===== src/rtl/ct_had_pcfifo_pkg.sv =====
// Shared types and sizing for the HAD PC change-flow FIFO controller.
package ct_had_pcfifo_pkg;

   localparam int unsigned DEPTH     = 16;
   localparam int unsigned CNT_WIDTH = 5;
   localparam int unsigned SLOTS     = 4;
   localparam int unsigned ADD_W     = 3;
   localparam int unsigned NXT_W     = CNT_WIDTH + 1;

   typedef enum logic [4:0] {
      ST_IDLE     = 5'b00001,
      ST_REC      = 5'b00010,
      ST_FRZ      = 5'b00100,
      ST_RD_ISSUE = 5'b01000,
      ST_RD_RSP   = 5'b10000
   } pcfifo_state_e;

   // Number of retire slots reporting a change-flow this cycle.
   function automatic logic [ADD_W-1:0] popcount_slots(input logic [SLOTS-1:0] v);
      logic [ADD_W-1:0] s;
      s = '0;
      for (int i = 0; i < int'(SLOTS); i++) begin
         s = s + ADD_W'(v[i]);
      end
      return s;
   endfunction

endpackage


===== src/rtl/ct_had_pcfifo_cnt.sv =====
// Occupancy mirror of the PC FIFO: delayed write accounting, saturation at
// DEPTH and a sticky overflow flag.
module ct_had_pcfifo_cnt
   import ct_had_pcfifo_pkg::*;
(
   input  logic                 cpuclk,
   input  logic                 cpurst_b,
   input  logic                 i_wen,
   input  logic [SLOTS-1:0]     i_chgflow,
   input  logic                 i_ren,
   input  logic                 i_ovf_clr,
   output logic [CNT_WIDTH-1:0] o_cnt,
   output logic                 o_empty,
   output logic                 o_ovf
);

   logic [ADD_W-1:0]     r_add;
   logic [CNT_WIDTH-1:0] r_cnt;
   logic                 r_empty;
   logic                 r_ovf;
   logic [NXT_W-1:0]     w_nxt;
   logic                 w_dec;
   logic                 w_over;
   logic [CNT_WIDTH-1:0] w_cnt_nxt;

   // One extra bit keeps cnt + 4 from wrapping before the saturation test.
   always_comb begin
      w_dec     = i_ren & (r_cnt != '0);
      w_nxt     = {1'b0, r_cnt} + NXT_W'(r_add) - NXT_W'(w_dec);
      w_over    = (w_nxt > NXT_W'(DEPTH));
      w_cnt_nxt = w_over ? CNT_WIDTH'(DEPTH) : CNT_WIDTH'(w_nxt);
   end

   always_ff @(posedge cpuclk or negedge cpurst_b) begin
      if (!cpurst_b) begin
         r_add   <= '0;
         r_cnt   <= '0;
         r_empty <= 1'b1;
         r_ovf   <= 1'b0;
      end else begin
         r_add   <= i_wen ? popcount_slots(i_chgflow) : '0;
         r_cnt   <= w_cnt_nxt;
         r_empty <= (w_cnt_nxt == '0);
         if (w_over) begin
            r_ovf <= 1'b1;
         end else if (i_ovf_clr) begin
            r_ovf <= 1'b0;
         end
      end
   end

   assign o_cnt   = r_cnt;
   assign o_empty = r_empty;
   assign o_ovf   = r_ovf;

endmodule


===== src/rtl/ct_had_pcfifo_ctrl.sv =====
// HAD PC-FIFO controller: record/freeze write policy, read handshake toward
// the register block, and occupancy/overflow status.
module ct_had_pcfifo_ctrl
   import ct_had_pcfifo_pkg::*;
(
   input  logic                 cpuclk,
   input  logic                 cpurst_b,
   input  logic                 regs_ctrl_pcfifo_en,
   input  logic                 had_core_dbg_mode,
   input  logic                 rtu_had_xx_pcfifo_inst0_chgflow,
   input  logic                 rtu_had_xx_pcfifo_inst1_chgflow,
   input  logic                 rtu_had_xx_pcfifo_inst2_chgflow,
   input  logic                 rtu_had_xx_pcfifo_inst3_chgflow,
   input  logic                 regs_ctrl_pcfifo_rd_req,
   input  logic                 regs_ctrl_pcfifo_ovf_clr,
   output logic                 ctrl_regs_pcfifo_rd_rdy,
   output logic                 ctrl_regs_pcfifo_rdata_vld,
   output logic                 ctrl_pcfifo_wen,
   output logic                 ctrl_pcfifo_ren,
   output logic [CNT_WIDTH-1:0] ctrl_regs_pcfifo_cnt,
   output logic                 ctrl_regs_pcfifo_empty,
   output logic                 ctrl_regs_pcfifo_ovf
);

   pcfifo_state_e    r_state;
   pcfifo_state_e    w_state_nxt;
   logic             w_rd_acc;
   logic             w_wen;
   logic [SLOTS-1:0] w_chgflow;

   assign w_chgflow = {rtu_had_xx_pcfifo_inst3_chgflow, rtu_had_xx_pcfifo_inst2_chgflow,
                       rtu_had_xx_pcfifo_inst1_chgflow, rtu_had_xx_pcfifo_inst0_chgflow};

   always_ff @(posedge cpuclk or negedge cpurst_b) begin
      if (!cpurst_b) begin
         r_state <= ST_IDLE;
      end else begin
         r_state <= w_state_nxt;
      end
   end

   // An accepted read preempts record/freeze changes; writes stop while reading.
   always_comb begin
      w_state_nxt = r_state;
      w_rd_acc    = regs_ctrl_pcfifo_rd_req & ctrl_regs_pcfifo_rd_rdy;
      w_wen       = 1'b0;
      case (r_state)
         ST_IDLE: begin
            if (w_rd_acc)
               w_state_nxt = ST_RD_ISSUE;
            else if (regs_ctrl_pcfifo_en && !had_core_dbg_mode)
               w_state_nxt = ST_REC;
         end
         ST_REC: begin
            w_wen = regs_ctrl_pcfifo_en & ~had_core_dbg_mode;
            if (w_rd_acc)
               w_state_nxt = ST_RD_ISSUE;
            else if (!regs_ctrl_pcfifo_en)
               w_state_nxt = ST_IDLE;
            else if (had_core_dbg_mode)
               w_state_nxt = ST_FRZ;
         end
         ST_FRZ: begin
            if (w_rd_acc)
               w_state_nxt = ST_RD_ISSUE;
            else if (!regs_ctrl_pcfifo_en)
               w_state_nxt = ST_IDLE;
            else if (!had_core_dbg_mode)
               w_state_nxt = ST_REC;
         end
         ST_RD_ISSUE: w_state_nxt = ST_RD_RSP;
         ST_RD_RSP: begin
            if (!regs_ctrl_pcfifo_en)
               w_state_nxt = ST_IDLE;
            else if (had_core_dbg_mode)
               w_state_nxt = ST_FRZ;
            else
               w_state_nxt = ST_REC;
         end
         default: w_state_nxt = ST_IDLE;
      endcase
   end

   assign ctrl_pcfifo_wen            = w_wen;
   assign ctrl_pcfifo_ren            = (r_state == ST_RD_ISSUE);
   assign ctrl_regs_pcfifo_rdata_vld = (r_state == ST_RD_RSP);
   assign ctrl_regs_pcfifo_rd_rdy    = (r_state == ST_IDLE) | (r_state == ST_REC) |
                                       (r_state == ST_FRZ);

   ct_had_pcfifo_cnt u_cnt (
      .cpuclk    (cpuclk),
      .cpurst_b  (cpurst_b),
      .i_wen     (w_wen),
      .i_chgflow (w_chgflow),
      .i_ren     (ctrl_pcfifo_ren),
      .i_ovf_clr (regs_ctrl_pcfifo_ovf_clr),
      .o_cnt     (ctrl_regs_pcfifo_cnt),
      .o_empty   (ctrl_regs_pcfifo_empty),
      .o_ovf     (ctrl_regs_pcfifo_ovf)
   );

endmodule


===== config.mk =====
export PLATFORM = sky130hd
export DESIGN_NAME = ct_had_pcfifo_ctrl
export DESIGN_NICKNAME = d
export VERILOG_FILES = /design/src/rtl/ct_had_pcfifo_pkg.sv /design/src/rtl/ct_had_pcfifo_cnt.sv /design/src/rtl/ct_had_pcfifo_ctrl.sv
export SDC_FILE = /design/constraint.sdc
export NUM_CORES = 1
export LEC_CHECK = 0
export BUFFER_PORTS_ARGS = -buffer_cell sky130_fd_sc_hd__buf_2
export CORE_UTILIZATION = 55
export DETAILED_ROUTE_END_ITERATION = 6
export GPL_ROUTABILITY_DRIVEN = 0
export PLACE_DENSITY = 0.79
export REMOVE_ABC_BUFFERS = 1
export SLEW_MARGIN = 20
export SYNTH_ARGS = -nofsm -noshare
export SYNTH_HDL_FRONTEND = slang
export SYNTH_SLANG_ARGS = --single-unit

===== constraint.sdc =====
create_clock -name cpuclk -period 7.6 [get_ports cpuclk]
set_input_delay 0.76 -clock cpuclk [delete_from_list [all_inputs] [get_ports cpuclk]]
set_output_delay 0.76 -clock cpuclk [all_outputs]
set_load 0.01 [all_outputs]

==> impl_metrics.json, run 1 <==
{
  "overflow": 0,
  "max_cap_violations": 0,
  "io_pins": 21,
  "worstSkewPairLatency_ns": 0.28,
  "yosysUniqueCellTypes": 40,
  "slew_violations": 0,
  "p_leak_uw": 0.000629,
  "async_flop_share": 1.00,
  "cts_hold_buf": 0,
  "fin_skew_ns": 0.00189,
  "setup_viol": 0,
  "met2_length_um": 1110,
  "drt_first_pass_iters": 4,
  "fin_nets": 169,
  "nFillCells": 180,
  "synth_warnings": 0,
  "finish.utilization": 0.646,
  "ir_drop_mv": 0.175,
  "min_period_over_period": 0.409,
  "ys_ff_latch": 15,
  "chipWidth_um": 47.4,
  "fmax_mhz": 322,
  "p_per_area_nw_per_um2": 397,
  "crit_path_end_kind": "flop",
  "detail_route.wl_per_cell_um": 12.5,
  "crit_type": "flop to flop",
  "vias": 976,
  "start_util": 0.583,
  "drc": 0,
  "hold_viol_final": 0,
  "finalSetupTns_ns": 0,
  "post_drt_via_cell_ratio": 5.64,
  "ant_nets": 0,
  "wl_met1_um": 965,
  "cts_buffers": 3,
  "layout_common_cells": "inv_1 (20), buf_2 (20), nor2_1 (13), dfrtp_1 (13), ha_1 (10)",
  "antenna_found_initial": 0,
  "port-buffer-count": 20,
  "status": "finished clean",
  "reg2reg_from": "r_state[0]",
  "clock-sinks": 15,
  "rsz0062_at_grt": "false",
  "drtIter0Drc": 16,
  "cts_tree": "done",
  "synth_fa_ha_area_frac": 0.146,
  "regToRegEndpoint": "u_cnt.o_ovf",
  "ff2ff_setup_slack_ns": 4.49,
  "top_layer_used": "met4",
  "cp-start-kind": "flop",
  "syn_inst": 128,
  "crit_arrival_ns": 3.28,
  "drive_gt1_frac": 0.199,
  "synthSimpleGateAreaFrac": 0.234,
  "cts_setup_buffers": 0,
  "rows": 16,
  "placedInstanceArea_um2": 1230,
  "grt_pass1_wl_um": 3390,
  "dieArea_um2": 2240,
  "die_y_um": 47.4,
  "cts_resized": 0,
  "period_needed_ns": 3.11,
  "min_path_type": "input port to async pin",
  "power.total_uw": 498,
  "syn_area_per_cell_um2": 8.85,
  "antennaDiodeCount": 0,
  "tightest_slew_ns": 0.502,
  "crit_path_max_fanout": 13,
  "routed_wl_um": 2170,
  "synth_top_family_by_area": "simple AND/OR/NAND/NOR gates",
  "cts.path.max_buffers": 2,
  "synth_compound_area_frac": 0.156,
  "path_clk_slew_ns": 0.09,
  "syn_to_final_growth_pct": 10.8,
  "synth_mux_area_frac": 0,
  "yosysSeqAreaShare": 0.334,
  "grt_pass1_vias": 857,
  "max-slew-margin-rel": 0.663,
  "netlist_area_um2": 1130,
  "synthXorXnorAreaFrac": 0.0309,
  "grt_max_degree": 16,
  "synth_edf_count": 0,
  "cp.required_ns": 7.77,
  "track_usage": 0.214,
  "fin_area_um2": 1250,
  "cts-htree-levels": 1,
  "wl_met3_um": 85,
  "root_buffer": "clkbuf_4",
  "core_um2": 1940,
  "r2r_cells": 11,
  "synth_top_flop_cell": "dfrtp_1",
  "hpwlAfterDp_um": 1720
}
cell usage after synthesis (2+ instances only):
cell type   n  area share
and3_1      3       0.017
buf_6       2       0.020
nor4_1      4       0.022
nand2_1     3      0.0099
or3_1       2       0.011
fa_1        2       0.035
a21oi_1     5       0.022
nor3_1      5       0.022
and2_1      2       0.011
dfstp_2     2       0.046
inv_1      20       0.066
dfrtp_1    13        0.29
nor2_1     13       0.043
nand3b_1    2       0.013
clkbuf_1    4       0.013
xor2_1      2       0.015
ha_1       10        0.11
nor2b_1     2       0.011
xnor2_1     2       0.015
o21ai_0     4       0.018
nor4b_1     3       0.023
a21o_1      2       0.013
a32oi_1     2       0.015
nand2b_1    3       0.017
cell type report:
class	instances	area [um2]	share of cell area
tap	27	33.8	0.0269
clock buffer	4	26.3	0.0209
multi-input combinational	87	642	0.511
timing repair buffer	20	100	0.0798
inverter	20	75.1	0.0598
sequential	15	378	0.301
registers in the layout, summed over array words and instances (netlist names):
register	flops
u_cnt.r_add	3
u_cnt.o_empty	1
u_cnt.o_ovf	1
r_state	5
u_cnt.o_cnt	5
report_power, final:
part / switching, uW / leakage, uW / internal (uW) / total [uW]
clock: 25.1 / 0.0000150 / 20.4 / 45.5
combinational: 171 / 0.000421 / 142 / 313
sequential: 32.9 / 0.000194 / 106 / 139
stage by stage:
step	hold WS [ns]	worst slack [ns]	instances
5_1_grt	0.367	4.36	173
3_5_place_dp	0.618	4.53	169
2_1_floorplan	0.464	4.71	122
4_1_cts	0.370	4.52	173
3_3_place_gp	0.596	4.65	169
6_report	0.365	4.49	173
metal layers:
layer	global-route usage	vias to the layer above
met3	0.0346	2
li1	-	479
met5	0	-
met4	0.0686	0
met2	0.364	31
met1	0.273	464
worst max-delay path, cell delays in order, from the launching register on:
cell	delay [ns]
dfstp_2	0.65
nor2_1	0.12
and3_1	0.20
a21boi_0	0.13
ha_1	0.29
inv_1	0.04
ha_1	0.21
fa_1	0.42
a21o_1	0.18
a21oi_1	0.18
xnor2_1	0.18
a2111o_1	0.40
cells by family (layout without fill, tap and decap cells):
logic type	count (synthesis)	in the layout
AND/OR/NAND/NOR	47	47
flip-flops	15	15
AO/OA/AOI/OAI	24	24
XOR/XNOR	4	4
buffers and inverters	26	44
adder cells (fa/ha/maj)	12	12
how the worst max path moves through the flow:
| stage | startpoint | endpoint | slack, ns | cells past startpoint |
|---|---|---|---|---|
| detailed placement | r_state[0] | u_cnt.o_ovf | 4.53 | 11 |
| CTS | r_state[0] | u_cnt.o_ovf | 4.52 | 11 |
| global placement | r_state[0] | u_cnt.o_ovf | 4.65 | 11 |
| global route | r_state[0] | u_cnt.o_ovf | 4.36 | 11 |
| floorplan | r_state[0] | u_cnt.o_ovf | 4.71 | 11 |
| finish | r_state[0] | u_cnt.o_ovf | 4.49 | 11 |
No activity file was read; power rests on OpenSTA's default activity.
==> inputs of run 2 (changes only) <==
--- a/config.mk
+++ b/config.mk
@@ -6,10 +6,10 @@
 export NUM_CORES = 1
 export LEC_CHECK = 0
 export BUFFER_PORTS_ARGS = -buffer_cell sky130_fd_sc_hd__buf_2
-export CORE_UTILIZATION = 55
+export CORE_UTILIZATION = 49
 export DETAILED_ROUTE_END_ITERATION = 6
 export GPL_ROUTABILITY_DRIVEN = 0
-export PLACE_DENSITY = 0.79
+export PLACE_DENSITY = 0.75
 export REMOVE_ABC_BUFFERS = 1
 export SLEW_MARGIN = 20
 export SYNTH_ARGS = -nofsm -noshare
==> constraint.sdc (replaced) <==
create_clock -name cpuclk -period 2.6 [get_ports cpuclk]
set_input_delay 0.26 -clock cpuclk [delete_from_list [all_inputs] [get_ports cpuclk]]
set_output_delay 0.26 -clock cpuclk [all_outputs]
set_load 0.01 [all_outputs]
==> run 2 against run 1 <==
Effect of this change: the flow now finishes with violations (setup timing); utilization increased by 4.2 points; flip-flop and latch count unchanged; design area increased by 20%; non-clock buffer count increased by 21; largest cell class unchanged; clock skew increased by 0.0024 ns.
==> impl_metrics.json, run 2 (synthesized netlist as in run 1, its figures left out) <==
{
  "die_y_um": 50.1,
  "crit_type": "flop to flop",
  "max-slew-margin-rel": 0.697,
  "power.total_uw": 2040,
  "setup_viol": 7,
  "period_needed_ns": 2.74,
  "finalSetupTns_ns": -0.563,
  "layout_common_cells": "buf_2 (20), inv_1 (19), buf_4 (19)",
  "p_per_area_nw_per_um2": 1350,
  "cp.required_ns": 2.77,
  "p_leak_uw": 0.000744,
  "ant_nets": 0,
  "detail_route.wl_per_cell_um": 13.5,
  "whs_path_depth": 2,
  "dpl.cell_count": 184,
  "hold_viol_final": 0,
  "post_drt_via_cell_ratio": 5.41,
  "clock-sinks": 15,
  "crit_path_max_fanout": 6,
  "drive_gt1_frac": 0.359,
  "core_um2": 2190,
  "finalWorstSetupSlack_ns": -0.136,
  "nFillCells": 168,
  "grt_max_degree": 16,
  "ff2ff_setup_slack_ns": -0.14,
  "track_usage": 0.231,
  "syn_to_final_growth_pct": 33.1,
  "r2r_cells": 12,
  "drt_first_pass_iters": 4,
  "path_clk_slew_ns": 0.08,
  "cts.path.max_buffers": 2,
  "grt_pass1_wl_um": 4390,
  "crit_path_end_kind": "flop",
  "grt_pass1_vias": 1051,
  "io_pins": 21,
  "rows": 17,
  "fin_skew_ns": 0.00430,
  "tightest_slew_ns": 0.453,
  "cts_tree": "done",
  "final_common_cell": "buf_2",
  "slew_violations": 0,
  "max_cap_violations": 0,
  "worstPathCellList": "nor2_1, and3_1, a21boi_1, ha_1, inv_2, ha_4, fa_2, a21o_1, a21oi_2, xnor2_2, buf_4, nor4b_2",
  "min_path_type": "input port to flop",
  "min_period_over_period": 1.05,
  "status": "finished with violations",
  "fmax_mhz": 366,
  "cts_buffers": 3,
  "routed_wl_um": 2630,
  "violations": "setup timing",
  "chipWidth_um": 50.1,
  "crit_path_max_incr_delay_ns": 0.54,
  "cp-start-kind": "flop",
  "port-buffer-count": 20,
  "rsz0062_at_grt": "true",
  "start_util": 0.517,
  "dieArea_um2": 2510,
  "hpwlAfterDp_um": 1820,
  "drc": 0,
  "fin_nets": 190,
  "ir_drop_mv": 0.819,
  "drtIter0Drc": 19,
  "crit_arrival_ns": 2.91,
  "fin_cells": 195,
  "holdWs_ns": 0.191,
  "vias": 1054,
  "overflow": 0,
  "pre_cts_ws_ns": -0.311,
  "cts-htree-levels": 1,
  "antenna_found_initial": 0,
  "antennaDiodeCount": 0,
  "slowest_stage": "dfstp_2",
  "worstSkewPairLatency_ns": 0.28,
  "root_buffer": "clkbuf_4"
}
## run 2: cell count changes in the layout (fill, tap and decap cells not counted), sizes merged
cell / before / now
buf: 20 / 40
dlygate4sd3: 0 / 1
## run 2: per-layer routing
| metal | vias to the layer above | GRT usage | wire length (um) |
|---|---|---|---|
| met5 | - | 0 | 0 |
| li1 | 519 | - | - |
| met2 | 32 | 0.418 | 1400 |
| met3 | 4 | 0.0309 | 98 |
| met1 | 499 | 0.261 | 1100 |
| met4 | 0 | 0.114 | 35 |
## run 2: worst paths after layout
path                             endpoint         startpoint
min in group asynchronous  u_cnt.o_cnt[3]           cpurst_b
min                            r_state[1]  had_core_dbg_mode
max                        u_cnt.o_cnt[1]         r_state[0]
max in group asynchronous   u_cnt.o_empty           cpurst_b
max reg2reg                u_cnt.o_cnt[1]         r_state[0]
min reg2reg                    r_state[4]         r_state[1]
## run 2: timing repair
| action | 4_1_cts | 5_1_grt |
|---|---|---|
| resized for setup | 8 | 9 |
| pin swaps | 7 | 9 |
| hold buffers | 1 | 0 |
| setup buffers | 5 | 1 |
| hold endpoints to repair | 13 | 0 |
| setup endpoints to repair | 7 | 7 |
## run 2: worst max-delay path: cells and delay by family (launching register included)
family	cells	cell delay [ns]
adder cells (fa/ha/maj)	3	0.79
flip-flops	1	0.54
AO/OA/AOI/OAI	3	0.50
AND/OR/NAND/NOR	3	0.44
buffers and inverters	2	0.21
XOR/XNOR	1	0.14
## run 2: stage by stage
| step | util | area [um2] |
|---|---|---|
| floorplan | - | 1090 |
| global placement | 0.609 | 1340 |
| detailed placement | 0.609 | 1340 |
| CTS | 0.658 | 1440 |
| global route | 0.688 | 1510 |
| finish | 0.688 | 1510 |
## run 2: final cells by class
type | instances | area [um2] | area share
timing repair buffer | 41 | 264 | 0.175
sequential | 15 | 378 | 0.251
multi-input combinational | 87 | 729 | 0.484
inverter | 20 | 75.1 | 0.0498
clock buffer | 4 | 26.3 | 0.0174
tap | 28 | 35.0 | 0.0232
## run 2: power breakdown
part | switching, uW | internal (uW) | leakage [uW]
logic | 803 | 766 | 0.000536
clock network | 69.5 | 59.5 | 0.0000150
registers | 29.6 | 310 | 0.000194
==> inputs of run 3 (changes only) <==
--- a/config.mk
+++ b/config.mk
@@ -9,6 +9,7 @@
 export CORE_UTILIZATION = 49
 export DETAILED_ROUTE_END_ITERATION = 6
 export GPL_ROUTABILITY_DRIVEN = 0
+export GPL_TIMING_DRIVEN = 0
 export PLACE_DENSITY = 0.75
 export REMOVE_ABC_BUFFERS = 1
 export SLEW_MARGIN = 20
==> constraint.sdc (replaced) <==
create_clock -name cpuclk -period 2.6 [get_ports cpuclk]
set_input_delay 0.39 -clock cpuclk [delete_from_list [all_inputs] [get_ports cpuclk]]
set_output_delay 0.39 -clock cpuclk [all_outputs]
set_load 0.01 [all_outputs]
==> run 3 against run 2 <==
Effect of this change: the flow still finishes with violations (setup timing); sequential power up 10%; critical path depth is 2 lower; first-iteration DRC count up 26%; clock power about the same; cell count down 5.1%; design area decreased by 3.0%; die area did not move; worst hold slack better by 0.12 ns; highest routed layer unchanged.
==> impl_metrics.json, run 3 (synthesized netlist as in run 1, its figures left out) <==
{
  "cts_buffers": 3,
  "top_layer_used": "met4",
  "track_usage": 0.226,
  "worstSkewPairLatency_ns": 0.29,
  "dieArea_um2": 2510,
  "die_y_um": 50.1,
  "routed_wl_um": 2550,
  "worstPathCellList": "nor2_4, and3_4, a21boi_1, ha_1, inv_2, ha_4, fa_2, xnor2_1, o211ai_1, a2111o_1",
  "final_common_cell": "buf_2",
  "overflow": 0,
  "core_um2": 2190,
  "io_pins": 21,
  "path_clk_slew_ns": 0.09,
  "port-buffer-count": 20,
  "crit_type": "flop to flop",
  "fin_skew_ns": 0.0142,
  "crit_arrival_ns": 2.94,
  "crit_cells": 10,
  "holdWs_ns": 0.307,
  "antenna_found_initial": 0,
  "regToRegEndpoint": "u_cnt.o_ovf",
  "vias": 1032,
  "min_path_type": "input port to flop",
  "cts-htree-levels": 1,
  "cts_tree": "done",
  "crit_path_max_fanout": 2,
  "wl_met3_um": 62,
  "chipWidth_um": 50.1,
  "rows": 17,
  "slowest_stage": "dfstp_2",
  "drive_gt1_frac": 0.357,
  "crit_family": "adder cells",
  "wl_met1_um": 1040,
  "met2_length_um": 1410,
  "status": "finished with violations",
  "hold_viol_final": 0,
  "reg2reg_from": "r_state[0]",
  "cp-start-kind": "flop",
  "finalSetupTns_ns": -0.537,
  "fin_nets": 180,
  "detail_route.wl_per_cell_um": 13.8,
  "r2r_cells": 10,
  "drc": 0,
  "p_per_area_nw_per_um2": 1380,
  "p_leak_uw": 0.000686,
  "violations": "setup timing",
  "period_needed_ns": 2.76,
  "max-slew-margin-rel": 0.670,
  "whs_path_depth": 2,
  "clock-sinks": 15,
  "fmax_mhz": 363,
  "max_cap_violations": 0,
  "min_period_over_period": 1.06,
  "antennaDiodeCount": 0,
  "hold_start": "had_core_dbg_mode",
  "grt_pass1_vias": 987,
  "setup_viol": 5,
  "tightest_slew_ns": 0.495,
  "crit_path_max_incr_delay_ns": 0.57,
  "post_drt_via_cell_ratio": 5.58,
  "layout_common_cells": "buf_2 (20), inv_1 (19), nor2_1 (12)",
  "syn_to_final_growth_pct": 29.2,
  "ir_drop_mv": 1.27,
  "ant_nets": 0,
  "grt_pass1_wl_um": 4220,
  "crit_start": "r_state[0]",
  "power.total_uw": 2010,
  "finalWorstSetupSlack_ns": -0.157,
  "ff2ff_setup_slack_ns": -0.16,
  "start_util": 0.517,
  "cp_num_buf_inv": 1,
  "cp.required_ns": 2.78,
  "crit_path_end_kind": "flop",
  "rsz0062_at_grt": "true",
  "drt_first_pass_iters": 5,
  "slew_violations": 0,
  "root_buffer": "clkbuf_4",
  "hpwlAfterDp_um": 1700,
  "min_to": "r_state[1]",
  "grt_max_degree": 16,
  "cts.path.max_buffers": 2,
  "drtIter0Drc": 24
}
[run 3: routing by layer]
layer,up-vias,global-route usage
met5,-,0
met4,0,0.0857
met3,4,0.0370
met2,23,0.420
met1,504,0.252
li1,501,-
[run 3: worst max path at each step]
| stage | to | slack [ns] |
|---|---|---|
| after global placement | u_cnt.o_ovf | -0.46 |
| after detailed placement | u_cnt.o_cnt[1] | -0.49 |
| after CTS | u_cnt.o_ovf | -0.12 |
| final | u_cnt.o_ovf | -0.16 |
| after global routing | u_cnt.o_ovf | -0.26 |
| after floorplan | u_cnt.o_ovf | -0.29 |
[run 3: timing repair]
action,CTS,global route
setup buffers,8,2
pin swaps,5,1
setup endpoints to repair,7,7
hold buffers,1,0
resized for setup,19,7
hold endpoints to repair,8,0
[run 3: worst register-to-register path, delay by kind of cell, from the launching register on]
family                   cells  cell delay (ns)
XOR/XNOR                     1             0.27
buffers and inverters        1             0.04
AO/OA/AOI/OAI                3             0.76
adder cells (fa/ha/maj)      3             0.81
flip-flops                   1             0.57
AND/OR/NAND/NOR              2             0.21
[run 3: final cells by class]
class,count,area (um2)
clock buffers,3,22.5
clock inverters,1,5.00
fillers,190,728
inverters,20,75.1
multi-input cells,87,758
flip-flops and latches,15,382
well taps,28,35.0
repair buffers,31,185
[run 3: through the flow]
step	instances	setup WS [ns]	area (um2)	util
after global routing	185	-0.262	1460	0.668
after CTS	183	-0.122	1390	0.636
after floorplan	122	-0.290	1090	-
after global placement	170	-0.463	1230	0.561
final	185	-0.157	1460	0.668
after detailed placement	170	-0.495	1230	0.561
[run 3: power breakdown]
part           switching [uW]  internal, uW  total, uW
Sequential               62.1           312        374
Combinational             776           735       1510
Clock                    71.6          57.2        129
